==> src/rtl/ps2_keyboard_rx.sv <==
`timescale 1ns/1ps
// ps2_keyboard_rx
// Receives device-to-host PS/2 keyboard frames by oversampling the PS/2
// clock and data lines on the system clock. Good scan-code bytes are queued
// in a small FIFO, and the consumer drains that FIFO with an active-low
// "next data" strobe.
//
// Compile-time option:
//   PS2_PARITY_CHECK_EN - when defined, frames that fail odd parity are
//                         dropped. When undefined, the parity bit is
//                         ignored.
//
// Parameters:
//   FIFO_AW     FIFO address width. Depth is 2^FIFO_AW and usable
//               capacity is 2^FIFO_AW - 1 bytes.
//
// Ports:
//   clk         system clock, at least 10x the PS/2 clock rate
//   rst         asynchronous reset, active-high
//   ps2_clk     PS/2 clock line (asynchronous, idle high)
//   ps2_data    PS/2 data line (asynchronous, idle high)
//   nextdata_n  active-low pop request, sampled on the rising edge of clk
//   data        byte at the FIFO head, valid while ready = 1
//   ready       FIFO is not empty
//   overflow    sticky: a good frame was dropped because the FIFO was full
module ps2_keyboard_rx #(
   parameter int FIFO_AW = 3
) (
   input  logic       clk,
   input  logic       rst,
   input  logic       ps2_clk,
   input  logic       ps2_data,
   input  logic       nextdata_n,
   output logic [7:0] data,
   output logic       ready,
   output logic       overflow
);

`ifdef PS2_PARITY_CHECK_EN
   localparam bit PARITY_EN = 1'b1;
`else
   localparam bit PARITY_EN = 1'b0;
`endif

   localparam int DEPTH = 1 << FIFO_AW;

   logic [2:0]         clk_sync;
   logic               fe;
   logic [3:0]         cnt;
   logic [9:0]         buffer;
   logic [7:0]         fifo [0:DEPTH-1];
   logic [FIFO_AW-1:0] w_ptr;
   logic [FIFO_AW-1:0] r_ptr;
   logic [FIFO_AW-1:0] w_ptr_inc;
   logic [FIFO_AW-1:0] r_ptr_inc;
   logic               frame_done;
   logic               frame_ok;
   logic               full;
   logic               push;
   logic               pop;

   // A falling edge is seen across the two oldest synchroniser stages. This
   // keeps the newest stage out of the decision, so it can resolve any
   // metastability first.
   assign fe         = clk_sync[2] & ~clk_sync[1];
   assign frame_done = fe && (cnt == 4'd10);

   // On the stop-bit edge, ps2_data itself is the stop bit.
   // Parity is computed in every build and masked when the check is off, so
   // the parity bit is always read.
   assign frame_ok = ~buffer[0] & ps2_data & ((^buffer[9:1]) | ~PARITY_EN);

   assign w_ptr_inc = w_ptr + 1'b1;
   assign r_ptr_inc = r_ptr + 1'b1;
   assign ready     = (w_ptr != r_ptr);
   // The full test uses the pointers as they are before any pop this cycle.
   // A frame that arrives on a pop cycle into a full FIFO is still dropped.
   assign full      = (w_ptr_inc == r_ptr);
   assign push      = frame_done & frame_ok & ~full;
   assign pop       = ready & ~nextdata_n;
   assign data      = fifo[r_ptr];

   always_ff @(posedge clk or posedge rst) begin
      if (rst) begin
         clk_sync <= 3'b111;
         cnt      <= 4'd0;
         w_ptr    <= '0;
         r_ptr    <= '0;
         overflow <= 1'b0;
      end else begin
         clk_sync <= {clk_sync[1:0], ps2_clk};
         if (fe) begin
            if (cnt == 4'd10) cnt <= 4'd0;
            else              cnt <= cnt + 4'd1;
         end
         if (push) w_ptr <= w_ptr_inc;
         if (frame_done && frame_ok && full) overflow <= 1'b1;
         if (pop) r_ptr <= r_ptr_inc;
      end
   end

   // The frame buffer and the FIFO storage are not reset. Their contents are
   // only ever seen through cnt and the pointers, and those are reset.
   always_ff @(posedge clk) begin
      if (fe && (cnt < 4'd10)) buffer[cnt] <= ps2_data;
      if (push) fifo[w_ptr] <= buffer[8:1];
   end

endmodule

==> config.mk <==
export PLATFORM = sky130hd
export DESIGN_NAME = ps2_keyboard_rx
export DESIGN_NICKNAME = d
export VERILOG_FILES = /design/src/rtl/ps2_keyboard_rx.sv
export SDC_FILE = /design/constraint.sdc
export NUM_CORES = 1
export LEC_CHECK = 0
export CAP_MARGIN = 5
export CORE_ASPECT_RATIO = 0.9
export CORE_MARGIN = 4
export CORE_UTILIZATION = 25
export CTS_CLUSTER_DIAMETER = 100
export DETAILED_ROUTE_END_ITERATION = 7
export GPL_ROUTABILITY_DRIVEN = 0
export GPL_TIMING_DRIVEN = 0
export PLACE_DENSITY = 0.48
export SLEW_MARGIN = 40
export SYNTH_ARGS = -nofsm -noshare
export SYNTH_HDL_FRONTEND = slang
export SYNTH_SLANG_ARGS = --single-unit
export TNS_END_PERCENT = 5
==> constraint.sdc <==
create_clock -name clk -period 3.2 [get_ports clk]
set_input_delay 0.64 -clock clk [delete_from_list [all_inputs] [get_ports clk]]
set_output_delay 0.64 -clock clk [all_outputs]
set_load 0.01 [all_outputs]
==> flow_metrics.tcl <==
set metrics [dict create \
    outcome "finished clean" \
    pin_count 15 \
    async_reset_ff_frac 0.161 \
    antennaDiodeCount 0 \
    ctsHtreeMaxLevel 3 \
    min_period_ns 2.96 \
    synth_compound_gate_area_share 0.0336 \
    clk_pin_slew_worst_paths_ns 0.06 \
    setup_viol 0 \
    cp_max_fo 18 \
    wl_per_cell_um 15.5 \
    gr-usage-all-layers 0.0870 \
    swShare 0.287 \
    fin_crit_sh 0.925 \
    syn_inst 188 \
    comb_power_share 0.307 \
    path_cells "buf_6, mux4_2, mux2_2, clkdlybuf4s50_1" \
    post-synth-top-count-cell "edfxtp_1" \
    vias_per_cell 4.11 \
    die_y_um 121 \
    grt_overflow 0 \
    regToRegSetupSlack_ns 0.53 \
    cts-resized-gates 0 \
    tns_ns 0 \
    seq_power_share 0.402 \
    synth_flop_cell "edfxtp_1" \
    grt_max_degree 20 \
    required_ns 2.56 \
    switchingPower_w 0.000945 \
    place_inst 401 \
    worstMarginPinSlew_ns 0.762 \
    muxShareOfSynthArea 0.135 \
    finalWirelength_um 6430 \
    finalClockSkew_ns 0.00660 \
    start_util 0.260 \
    slew_headroom 0.492 \
    synth_seq_cells 87 \
    drive_gt1_frac 0.314 \
    drt_first_pass_iters 4 \
    yosys_warnings 0 \
    crit_slowest_cell "mux4_2" \
    synth_area_leader_cell "edfxtp_1" \
    place_hpwl_um 4650 \
    cts_tree "yes" \
    p_leak_nw 1.40 \
    drtAntennaViolNets 0 \
    powerDensity_nw_per_um2 769 \
    critical_path_class "flop to output pin" \
    antenna_found_initial 0 \
    synth_top_family_by_area "multiplexers" \
    synth_area_um2 3540 \
    finalNonFillerCells 415 \
    drc 0 \
    maxSlewViolCount 0 \
    cts_hold_buf 0 \
    first_iter_violations 93 \
    utilization 0.315 \
    synth_top_cell_area_share 0.619 \
    cts_setup_buffers 0 \
    hold_ws_ns 0.356 \
    root_buffer "clkbuf_16" \
    fin_nets 228 \
    internal_power_w 0.00235 \
    max_stage_delay_ns 0.59 \
    synthTopCellsByCount "edfxtp_1, mux4_2, dfrtp_1" \
    clkLatencyLatePin_ns 0.33 \
    vdd_drop_max_mv 0.254 \
    fmax_ghz 0.338 \
    coreArea_um2 13600 \
    pwr-share-clk 0.291 \
    hold_violations 0 \
    synthAdderAreaFrac 0.00707 \
    synthXorXnorAreaFrac 0.0286 \
    rsz0062_at_grt "false" \
    num_rows 40 \
    hold_class "flop to flop" \
    grt_pass1_vias 1762 \
    ys_types 38 \
    avgSynthCellArea_um2 18.8 \
    synth.area.top_cells "edfxtp_1, mux4_2, dfrtp_1, mux2_2, dfstp_2" \
    yosysSeqAreaShare 0.719 \
    crit_arrival_ns 2.32 \
    grt_pass1_wl_um 10300 \
    syn_nets 195 \
    die_area_um2 16100 \
    synth_simple_gate_area_share 0.0580 \
    die_x_um 133 \
    synth-edff-count 73 \
    syn_to_final_growth_pct 20.9 \
    cts_buffer_depth 2 \
    clock_sinks 87 \
    cp-end-kind "output pin" \
    place_ws_ns 0.103 \
    cp-start-kind "flop" \
    num_vias 1705 \
    cts_buffers 9 \
    fill_cells 1346 \
    drv_cap 0 \
    layout_setup_ws_ns 0.241 \
    numPortBuffers 14 \
]
[worst max-delay path, delay by kind of cell (launching register included)]
family                 cells  cell delay [ns]
muxes                      2             0.87
DFF                        1             0.36
buffers and inverters      2             0.75
[registers in the layout (all words and copies together), names as in the netlist]
signal and flops:
overflow 1, buffer 9, fifo 64, clk_sync 3, w_ptr 3, r_ptr 3
cnt 4
[power by group through the flow]
stage / Sequential (W) / Clock, W / Combinational [W]
6_report: 0.00132 / 0.000956 / 0.00101
5_1_grt: 0.00133 / 0.00103 / 0.00111
3_3_place_gp: 0.00135 / 0 / 0.00104
4_1_cts: 0.00132 / 0.000989 / 0.00103
2_1_floorplan: 0.00134 / 0 / 0.000711
3_5_place_dp: 0.00135 / 0 / 0.00105
[layout by cell type, fill, tap and decap left out, types with 4 or more instances in the layout]
cell              n
edfxtp_1         73
mux4_2           16
clkdlybuf4s50_1  14
dfrtp_1          11
buf_2            10
mux2_2            9
clkbuf_16         9
nor2_1            7
clkbuf_1          5
inv_1             5
nand2_1           4
xor2_1            4
nor3_2            4
nor4_2            4
[logic make-up after synthesis]
logic type / Yosys count
XOR/XNOR: 9
AO/OA/AOI/OAI: 13
multiplexers: 26
AND/OR/NAND/NOR: 36
adder cells (fa/ha/maj): 2
flip-flops: 87
buffers and inverters: 15
[metal layers]
metal | part of all wire | GRT usage | vias to the layer above | routed length, um
met1 | 0.46 | 0.112 | 839 | 2950
li1 | - | - | 821 | -
met3 | 0.048 | 0.0261 | 11 | 311
met5 | 0 | 0 | - | 0
met2 | 0.48 | 0.139 | 34 | 3080
met4 | 0.014 | 0.0347 | 0 | 92
[through the flow]
| stage | cell area (um2) | power (W) |
|---|---|---|
| after floorplan | 3540 | 0.00205 |
| after global placement | 3920 | 0.00238 |
| after detailed placement | 4020 | 0.00240 |
| after CTS | 4280 | 0.00335 |
| after global routing | 4280 | 0.00348 |
| final | 4280 | 0.00329 |
[worst paths after layout]
kind | startpoint | endpoint | depth (start not counted)
setup reg to reg | r_ptr[1]$_DFFE_PP0P_ | fifo[5][0]$_DFFE_PP_ | 5
hold / removal | clk_sync[0]$_DFF_PP1_ | clk_sync[1]$_DFF_PP1_ | 0
max in group asynchronous | rst | cnt[0]$_DFFE_PP0P_ | 2
hold reg to reg | clk_sync[0]$_DFF_PP1_ | clk_sync[1]$_DFF_PP1_ | 0
setup / recovery | r_ptr[0]$_DFFE_PP0P_ | data[0] | 4
min in group asynchronous | rst | w_ptr[2]$_DFFE_PP0P_ | 2
[final cells by class]
class | instances | area (um2) | share of cell area
multi-input combinational | 86 | 972 | 0.227
clock buffer | 9 | 225 | 0.0526
timing repair buffer | 24 | 195 | 0.0456
sequential | 87 | 2550 | 0.595
clock inverter | 7 | 47.5 | 0.0111
tap | 189 | 236 | 0.0552
inverter | 5 | 18.8 | 0.00438
buffer | 8 | 40.0 | 0.00935
(Power assumes the default switching activity.)
